**src/rtl/unary_stream_gen.sv**
```systemverilog
// Binary-to-unary stream encoder: a BITWIDTH-bit value becomes a 2^BITWIDTH-bit
// stream with exactly that many ones, in thermometer or bit-reversed rate coding.
//
// state | meaning
// IDLE  | no stream in flight, ready to accept a load
// RUN   | emitting one stream bit per enabled cycle
module unary_stream_gen #(
  parameter int BITWIDTH = 8
) (
  input  logic                iClk,
  input  logic                iRst,
  input  logic                iEn,
  input  logic                iClr,
  input  logic                iValid,
  input  logic [BITWIDTH-1:0] iData,
  input  logic                iMode,
  output logic                oReady,
  output logic                oBit,
  output logic                oBitValid,
  output logic                oLast
);

  typedef enum logic {IDLE = 1'b0, RUN = 1'b1} state_t;

  state_t              r_state;
  logic [BITWIDTH-1:0] r_cnt;
  logic [BITWIDTH-1:0] r_value;
  logic                r_mode;

  state_t              w_state_nxt;
  logic [BITWIDTH-1:0] w_cnt_nxt;
  logic [BITWIDTH-1:0] w_value_nxt;
  logic                w_mode_nxt;
  logic [BITWIDTH-1:0] w_cnt_rev;
  logic                w_cnt_max;
  logic                w_run;
  logic                w_accept;

  assign w_cnt_max = (r_cnt == {BITWIDTH{1'b1}});
  assign w_run     = (r_state == RUN);

  always_comb begin
    w_cnt_rev = '0;
    for (int k = 0; k < BITWIDTH; k++) begin
      w_cnt_rev[k] = r_cnt[BITWIDTH-1-k];
    end
  end

  // A load is only possible from IDLE or on the final bit, giving gapless streams.
  assign oReady   = !iRst && !iClr && ((r_state == IDLE) || (w_run && iEn && w_cnt_max));
  assign w_accept = iValid && oReady;

  always_comb begin
    w_state_nxt = r_state;
    w_cnt_nxt   = r_cnt;
    w_value_nxt = r_value;
    w_mode_nxt  = r_mode;
    if (iClr) begin
      w_state_nxt = IDLE;
      w_cnt_nxt   = '0;
    end else if (w_accept) begin
      w_state_nxt = RUN;
      w_cnt_nxt   = '0;
      w_value_nxt = iData;
      w_mode_nxt  = iMode;
    end else if (w_run && iEn) begin
      w_cnt_nxt = r_cnt + BITWIDTH'(1);
      if (w_cnt_max) begin
        w_state_nxt = IDLE;
      end
    end
  end

  always_ff @(posedge iClk) begin
    if (iRst) begin
      r_state <= IDLE;
      r_cnt   <= '0;
      r_value <= '0;
      r_mode  <= 1'b0;
    end else begin
      r_state <= w_state_nxt;
      r_cnt   <= w_cnt_nxt;
      r_value <= w_value_nxt;
      r_mode  <= w_mode_nxt;
    end
  end

  // Outputs are forced quiet while reset is asserted, even if a stream was in flight.
  always_comb begin
    oBit      = 1'b0;
    oBitValid = 1'b0;
    oLast     = 1'b0;
    if (w_run && !iRst) begin
      oBitValid = iEn;
      oBit      = r_mode ? (r_value > w_cnt_rev) : (r_cnt < r_value);
      oLast     = iEn && w_cnt_max;
    end
  end

endmodule

```
**config.mk**
```make
export PLATFORM = sky130hd
export DESIGN_NAME = unary_stream_gen
export DESIGN_NICKNAME = d
export VERILOG_FILES = /design/src/rtl/unary_stream_gen.sv
export SDC_FILE = /design/constraint.sdc
export NUM_CORES = 1
export LEC_CHECK = 0
export CAP_MARGIN = 20
export CORE_ASPECT_RATIO = 1.75
export CORE_UTILIZATION = 45
export DETAILED_ROUTE_END_ITERATION = 12
export PLACE_DENSITY = 0.69
export REMOVE_ABC_BUFFERS = 1
export SLEW_MARGIN = 20
export SYNTH_ARGS = -nofsm -noshare
export SYNTH_HDL_FRONTEND = slang
export SYNTH_SLANG_ARGS = --single-unit
```
**constraint.sdc**
```tcl
create_clock -name iClk -period 1.95 [get_ports iClk]
set_input_delay 0.195 -clock iClk [delete_from_list [all_inputs] [get_ports iClk]]
set_output_delay 0.195 -clock iClk [all_outputs]
set_load 0.1 [all_outputs]
```
==> flow_metrics.env, run 1 <==
export IMPL_grt_max_degree=19
export IMPL_rr_worst_depth=7
export IMPL_cts_sinks=18
export IMPL_routed_wl_mm=3.00
export IMPL_die_area_sq_um=2710
export IMPL_drv_cap=0
export IMPL_core_sq_um=2330
export IMPL_yosys_area_top_type="dfxtp_1"
export IMPL_postLayoutCoreUtil=0.665
export IMPL_die_w_microns=39.8
export IMPL_fillers=187
export IMPL_min_period_ns=2.15
export IMPL_wire_per_inst_microns=16.3
export IMPL_postRouteAntennaNets=0
export IMPL_vias=1029
export IMPL_avgSynthCellArea_sq_um=8.44
export IMPL_multi_input_area_sq_um=743
export IMPL_drive_above_1_share=0.258
export IMPL_min_period_over_period=1.10
export IMPL_final_setup_skew_ns=0.00350
export IMPL_critPathKind="reg -> out"
export IMPL_portBuffers=17
export IMPL_layout_setup_ws_ns=-0.200
export IMPL_drc=0
export IMPL_hold_path_class="in -> reg"
export IMPL_synth_distinct_cells=30
export IMPL_areaGrowthSynthToFinish_pct=38.1
export IMPL_insertedDiodeCount=0
export IMPL_ys_seq_area_frac=0.321
export IMPL_ys_ff_latch=18
export IMPL_rr_endpoint="r_value[3]"
export IMPL_numCtsBuffers=3
export IMPL_cts_root_buffer="clkbuf_8"
export IMPL_r2r_slack_ns=0.39
export IMPL_placed_area_sq_um=1390
export IMPL_register_area_sq_um=369
export IMPL_finalPower_mw=0.824
export IMPL_ir_drop_v=0.000441
export IMPL_rsz0062_at_grt="true"
export IMPL_whs_path_depth=3
export IMPL_layout_common_cells="inv_1, nand2_1, ha_1, clkdlybuf4s50_1, dfxtp_1"
export IMPL_grt_overflow=0
export IMPL_violations="setup timing"
export IMPL_hold_end="r_value[6]"
export IMPL_cp_top_family="simple AND/OR/NAND/NOR gates"
export IMPL_grt_pass1_vias=1026
export IMPL_crit_fanout=2
export IMPL_clkPwrFrac=0.320
export IMPL_cp_cell_sequence="inv_1 -> ha_1 -> o21ai_1 -> a221oi_1 -> or4_4 -> a21oi_4 -> buf_12"
export IMPL_rows=23
export IMPL_syn_inst=133
export IMPL_antenna_found_initial=0
export IMPL_gr_usage_all_layers=0.241
export IMPL_grt_pass1_wl_mm=4.40
export IMPL_layout_commonest_cell="inv_1"
export IMPL_timing_rr_start="r_cnt[4]"
export IMPL_start_util=0.481
export IMPL_firstDrtPassIters=3
export IMPL_required_ns=1.75
export IMPL_netSwitchingFraction=0.273
export IMPL_yosys_top_cells_area="dfxtp_1, ha_1, inv_1"
export IMPL_final_area_sq_um=1550
export IMPL_switching_power_mw=0.225
export IMPL_p_per_area_nw_per_um2=531
export IMPL_syn_cell_area_sq_um=1120
export IMPL_cp_buffers_inverters=2
export IMPL_layout_nets=191
export IMPL_clkLatencyLatePin_ns=0.25
export IMPL_comb_power_share=0.209
export IMPL_slew_headroom=0.744
export IMPL_yosys_warnings=0
export IMPL_path_clk_slew_ns=0.07
export IMPL_p_int_mw=0.599
export IMPL_dieHeight_microns=68.1
export IMPL_worst_slew_pin_slew_ns=0.382
export IMPL_slowest_stage="or4_4"
export IMPL_dr_first_iter_drc_count=27
export IMPL_arrival_ns=1.95
export IMPL_drt_vias_per_instance=5.59
export IMPL_clock_path_buffers=2
export IMPL_power_frac_seq=0.471
export IMPL_min_from="iData[6]"
export IMPL_finalSetupTns_ns=-0.200
export IMPL_fmax_ghz=0.465
export IMPL_htreeDepth=1
export IMPL_dp_hpwl_mm=2.18
export IMPL_cp_end_kind="output port"
export IMPL_outcome="complete, but fails checks"
export IMPL_synth_top_area_share=0.321
export IMPL_crit_path_max_incr_delay_ns=0.44
export IMPL_setup_violations=1
export IMPL_place_ws_ns=-0.0795
export IMPL_design_portCount=18
export IMPL_cts_tree="built"
export IMPL_hold_violations=0
export IMPL_slew_viol_final=0
export IMPL_gp_congestion=0.845
export IMPL_worst_setup_path_start_kind="register"
export IMPL_p_leak_nw=0.585
flip-flops by register name, indices dropped and copies added, names as in the netlist:
signal and flops:
r_value 8, r_mode 1, r_state 1, r_cnt 8
worst max path at each step:
stage,start,to,slack [ns],cells after the start
after floorplan,r_cnt[6],oBit,-1.02,5
after global placement,r_value[6],oBit,-0.02,7
after detailed placement,r_value[6],oBit,-0.08,7
after CTS,r_cnt[6],oBit,-0.25,7
after global routing,r_cnt[5],oBit,-0.27,8
final,r_value[2],oBit,-0.20,7
stage by stage:
| stage | hold slack, ns | instances |
|---|---|---|
| 5_1_grt | 0.497 | 184 |
| 3_5_place_dp | 0.495 | 179 |
| 4_1_cts | 0.489 | 184 |
| 6_report | 0.490 | 184 |
| 2_1_floorplan | 0.293 | 130 |
| 3_3_place_gp | 0.482 | 179 |
worst min-delay path: stages:
cell and delay (ns):
clkdlybuf4s50_1 0.40, nand2_1 0.06, o31ai_1 0.05
metal layers:
| layer | track usage | share of wire | vias up |
|---|---|---|---|
| li1 | - | - | 514 |
| met1 | 0.230 | 0.37 | 489 |
| met2 | 0.445 | 0.58 | 18 |
| met3 | 0.0292 | 0.020 | 8 |
| met4 | 0.159 | 0.028 | 0 |
| met5 | 0 | 0 | - |
final cells by class:
| cell class | instances | area share |
|---|---|---|
| clock buffer | 3 | 0.0266 |
| inverter | 18 | 0.0436 |
| multi-input combinational | 94 | 0.479 |
| sequential | 18 | 0.238 |
| tap | 25 | 0.0202 |
| timing repair buffer | 26 | 0.192 |
kinds of logic (layout without fill, tap and decap cells):
| family | after synthesis | count (layout) | synth area share |
|---|---|---|---|
| compound gates | 27 | 27 | 0.159 |
| fa+ha+maj | 16 | 16 | 0.178 |
| xor+xnor | 6 | 6 | 0.0468 |
| buf+inv | 21 | 47 | 0.0914 |
| simple gates | 45 | 45 | 0.203 |
| flops | 18 | 18 | 0.321 |
timing repair:
item                       CTS  global route
gates cloned                 0             0
hold buffers                 0             0
setup buffers                2             0
pin swaps                    9             8
setup endpoints to repair    1             1
gates resized for setup     11            14
power by group through the flow:
| stage | Clock, mW | Combinational (mW) | Sequential (mW) |
|---|---|---|---|
| after floorplan | 0 | 0.0790 | 0.392 |
| after global placement | 0 | 0.140 | 0.394 |
| after detailed placement | 0 | 0.144 | 0.394 |
| after CTS | 0.261 | 0.151 | 0.386 |
| after global routing | 0.278 | 0.184 | 0.388 |
| final | 0.264 | 0.172 | 0.388 |
cell usage after synthesis:
cell type and count:
inv_1 18, nor2b_1 1, o21ai_2 2, nand2b_1 2, and2_2 1, nand3_1 2
a211oi_1 1, clkbuf_1 1, nor3_2 1, and3_1 1, nand2_2 1, dfxtp_1 18
ha_1 16, or4_1 1, o211ai_1 1, nand4_2 1, nand4_1 6, or3_1 1
o31ai_1 9, nor2_1 10, a21boi_0 1, xnor2_1 6, o21ai_0 5, buf_12 1
buf_6 1, nor3_1 3, a221oi_1 1, a21oi_1 6, o21a_1 1, nand2_1 14
Note: power is estimated with default switching activity, not from simulation.
==> run 2, diff against run 1 <==
SLEW_MARGIN = default   (was 20)
==> results of run 2 <==
Same layout as run 1: the final DEF is identical, and so are final timing and power.
==> run 3, diff against run 2 <==
CORE_MARGIN = 2   (was default)
DONT_BUFFER_PORTS = 1   (was default)
PLACE_DENSITY = 0.6   (was 0.69)
==> run 3 against run 2 <==
The run still ends with setup timing left. Register-to-register slack got worse by 0.06 ns. Clock power is essentially flat. Via count decreased by 9.3%. Combinational power shrank 30%. Critical path type unchanged.
==> flow_metrics.env, run 3 (same netlist as run 1, synthesis figures left out) <==
export IMPL_path_clk_slew_ns=0.07
export IMPL_htreeDepth=1
export IMPL_timing_rr_start="r_cnt[0]"
export IMPL_reg_top3="r_cnt: 8 flops, r_value: 8 flops"
export IMPL_final_setup_skew_ns=0.00242
export IMPL_whs_path_depth=1
export IMPL_dp_hpwl_mm=2.02
export IMPL_areaGrowthSynthToFinish_pct=24.0
export IMPL_worst_slew_pin_slew_ns=0.275
export IMPL_min_period_ns=2.08
export IMPL_r2r_slack_ns=0.33
export IMPL_portBuffers=0
export IMPL_rr_endpoint="r_value[6]"
export IMPL_layout_setup_ws_ns=-0.128
export IMPL_clock_path_buffers=2
export IMPL_die_w_microns=41.8
export IMPL_cp_top_family="simple AND/OR/NAND/NOR gates"
export IMPL_rsz0062_at_grt="true"
export IMPL_insertedDiodeCount=0
export IMPL_cp_cell_sequence="inv_1 -> ha_2 -> o21ai_1 -> a221oi_1 -> or4_1 -> a21oi_2 -> buf_12"
export IMPL_worst_setup_path_start_kind="register"
export IMPL_register_area_sq_um=377
export IMPL_fillers=211
export IMPL_antenna_found_initial=0
export IMPL_min_period_over_period=1.07
export IMPL_dieHeight_microns=70.1
export IMPL_arrival_ns=1.88
export IMPL_rows=24
export IMPL_placed_area_sq_um=1230
export IMPL_gr_usage_all_layers=0.193
export IMPL_min_from="iRst"
export IMPL_hold_path_class="in -> reg"
export IMPL_firstDrtPassIters=4
export IMPL_hold_end="r_value[7]"
export IMPL_vias=933
export IMPL_cts_tree="built"
export IMPL_drv_cap=0
export IMPL_gp_congestion=0.831
export IMPL_cts_root_buffer="clkbuf_8"
export IMPL_fmax_ghz=0.481
export IMPL_cts_sinks=18
export IMPL_dr_first_iter_drc_count=20
export IMPL_postLayoutCoreUtil=0.572
export IMPL_start_util=0.461
export IMPL_drt_vias_per_instance=5.52
export IMPL_grt_max_degree=19
export IMPL_slew_viol_final=0
export IMPL_hold_worst_slack_ns=0.0277
export IMPL_final_area_sq_um=1390
export IMPL_postRouteAntennaNets=0
export IMPL_crit_path_max_incr_delay_ns=0.42
export IMPL_cp_end_kind="output port"
export IMPL_drive_above_1_share=0.336
export IMPL_p_per_area_nw_per_um2=553
export IMPL_slowest_stage="or4_1"
export IMPL_grt_pass1_wl_mm=4.34
export IMPL_die_area_sq_um=2930
export IMPL_grt_overflow=0
export IMPL_design_portCount=18
export IMPL_setup_violations=1
export IMPL_crit_fanout=2
export IMPL_drc=0
export IMPL_routed_wl_mm=2.53
export IMPL_path_depth=7
export IMPL_grt_pass1_vias=999
export IMPL_slew_headroom=0.816
export IMPL_cp_buffers_inverters=2
export IMPL_rr_worst_depth=7
export IMPL_violations="setup timing"
export IMPL_clkLatencyLatePin_ns=0.26
export IMPL_wire_per_inst_microns=15.0
export IMPL_multi_input_area_sq_um=756
export IMPL_layout_common_cells="inv_1, nand2_1, dfxtp_2"
export IMPL_core_sq_um=2430
export IMPL_numCtsBuffers=3
export IMPL_layout_nets=175
export IMPL_ir_drop_v=0.000369
export IMPL_outcome="complete, but fails checks"
export IMPL_critPathKind="reg -> out"
export IMPL_required_ns=1.75
export IMPL_hold_violations=0
export IMPL_p_leak_nw=0.511
[run 3: cell count changes in the layout (fill, tap and decap cells not counted), moves of 3 or more]
cell and delta:
buf_12 -3, clkdlybuf4s50_1 -13, dfxtp_2 +3, ha_1 -4
dfxtp_1 -4
[run 3: repair_timing]
| item | 4_1_cts | 5_1_grt |
|---|---|---|
| endpoints found under the setup margin | 1 | 1 |
| resized for setup | 18 | 12 |
| buffers inserted | 2 | 0 |
| pin swaps | 5 | 6 |
| hold buffers | 0 | 0 |
[run 3: area by class of cell]
| cell class | instances | area share |
|---|---|---|
| clock buffer | 3 | 0.0297 |
| inverter | 18 | 0.0486 |
| multi-input combinational | 94 | 0.543 |
| sequential | 18 | 0.271 |
| tap | 26 | 0.0234 |
| timing repair buffer | 10 | 0.0845 |
[run 3: routing by layer]
layer  track usage  part of all wire  vias up
li1              -                 -      483
met1         0.210              0.39      426
met2         0.354              0.55       17
met3        0.0284             0.024        7
met4        0.0860             0.028        0
met5             0                 0        -
[run 3: worst max path at each step]
stage	from	end
floorplan	r_cnt[6]	oBit
global placement	r_value[6]	oBit
detailed placement	r_value[6]	oBit
CTS	r_value[6]	oBit
global route	r_value[3]	oBit
finish	r_value[3]	oBit
[run 3: power breakdown]
group	internal, mW	total [mW]	switching (mW)
combinational	0.0518	0.121	0.0687
clock	0.137	0.261	0.124
sequential	0.379	0.388	0.00868
total	0.568	0.770	0.201
[run 3: through the flow]
step	setup WS, ns	power (mW)	setup TNS, ns	cells
after global routing	-0.218	0.808	-0.218	169
after CTS	-0.182	0.770	-0.182	169
after global placement	0.0245	0.500	0	164
after floorplan	-1.02	0.471	-2.03	130
final	-0.128	0.770	-0.128	169
after detailed placement	-0.00277	0.503	-0.00277	164
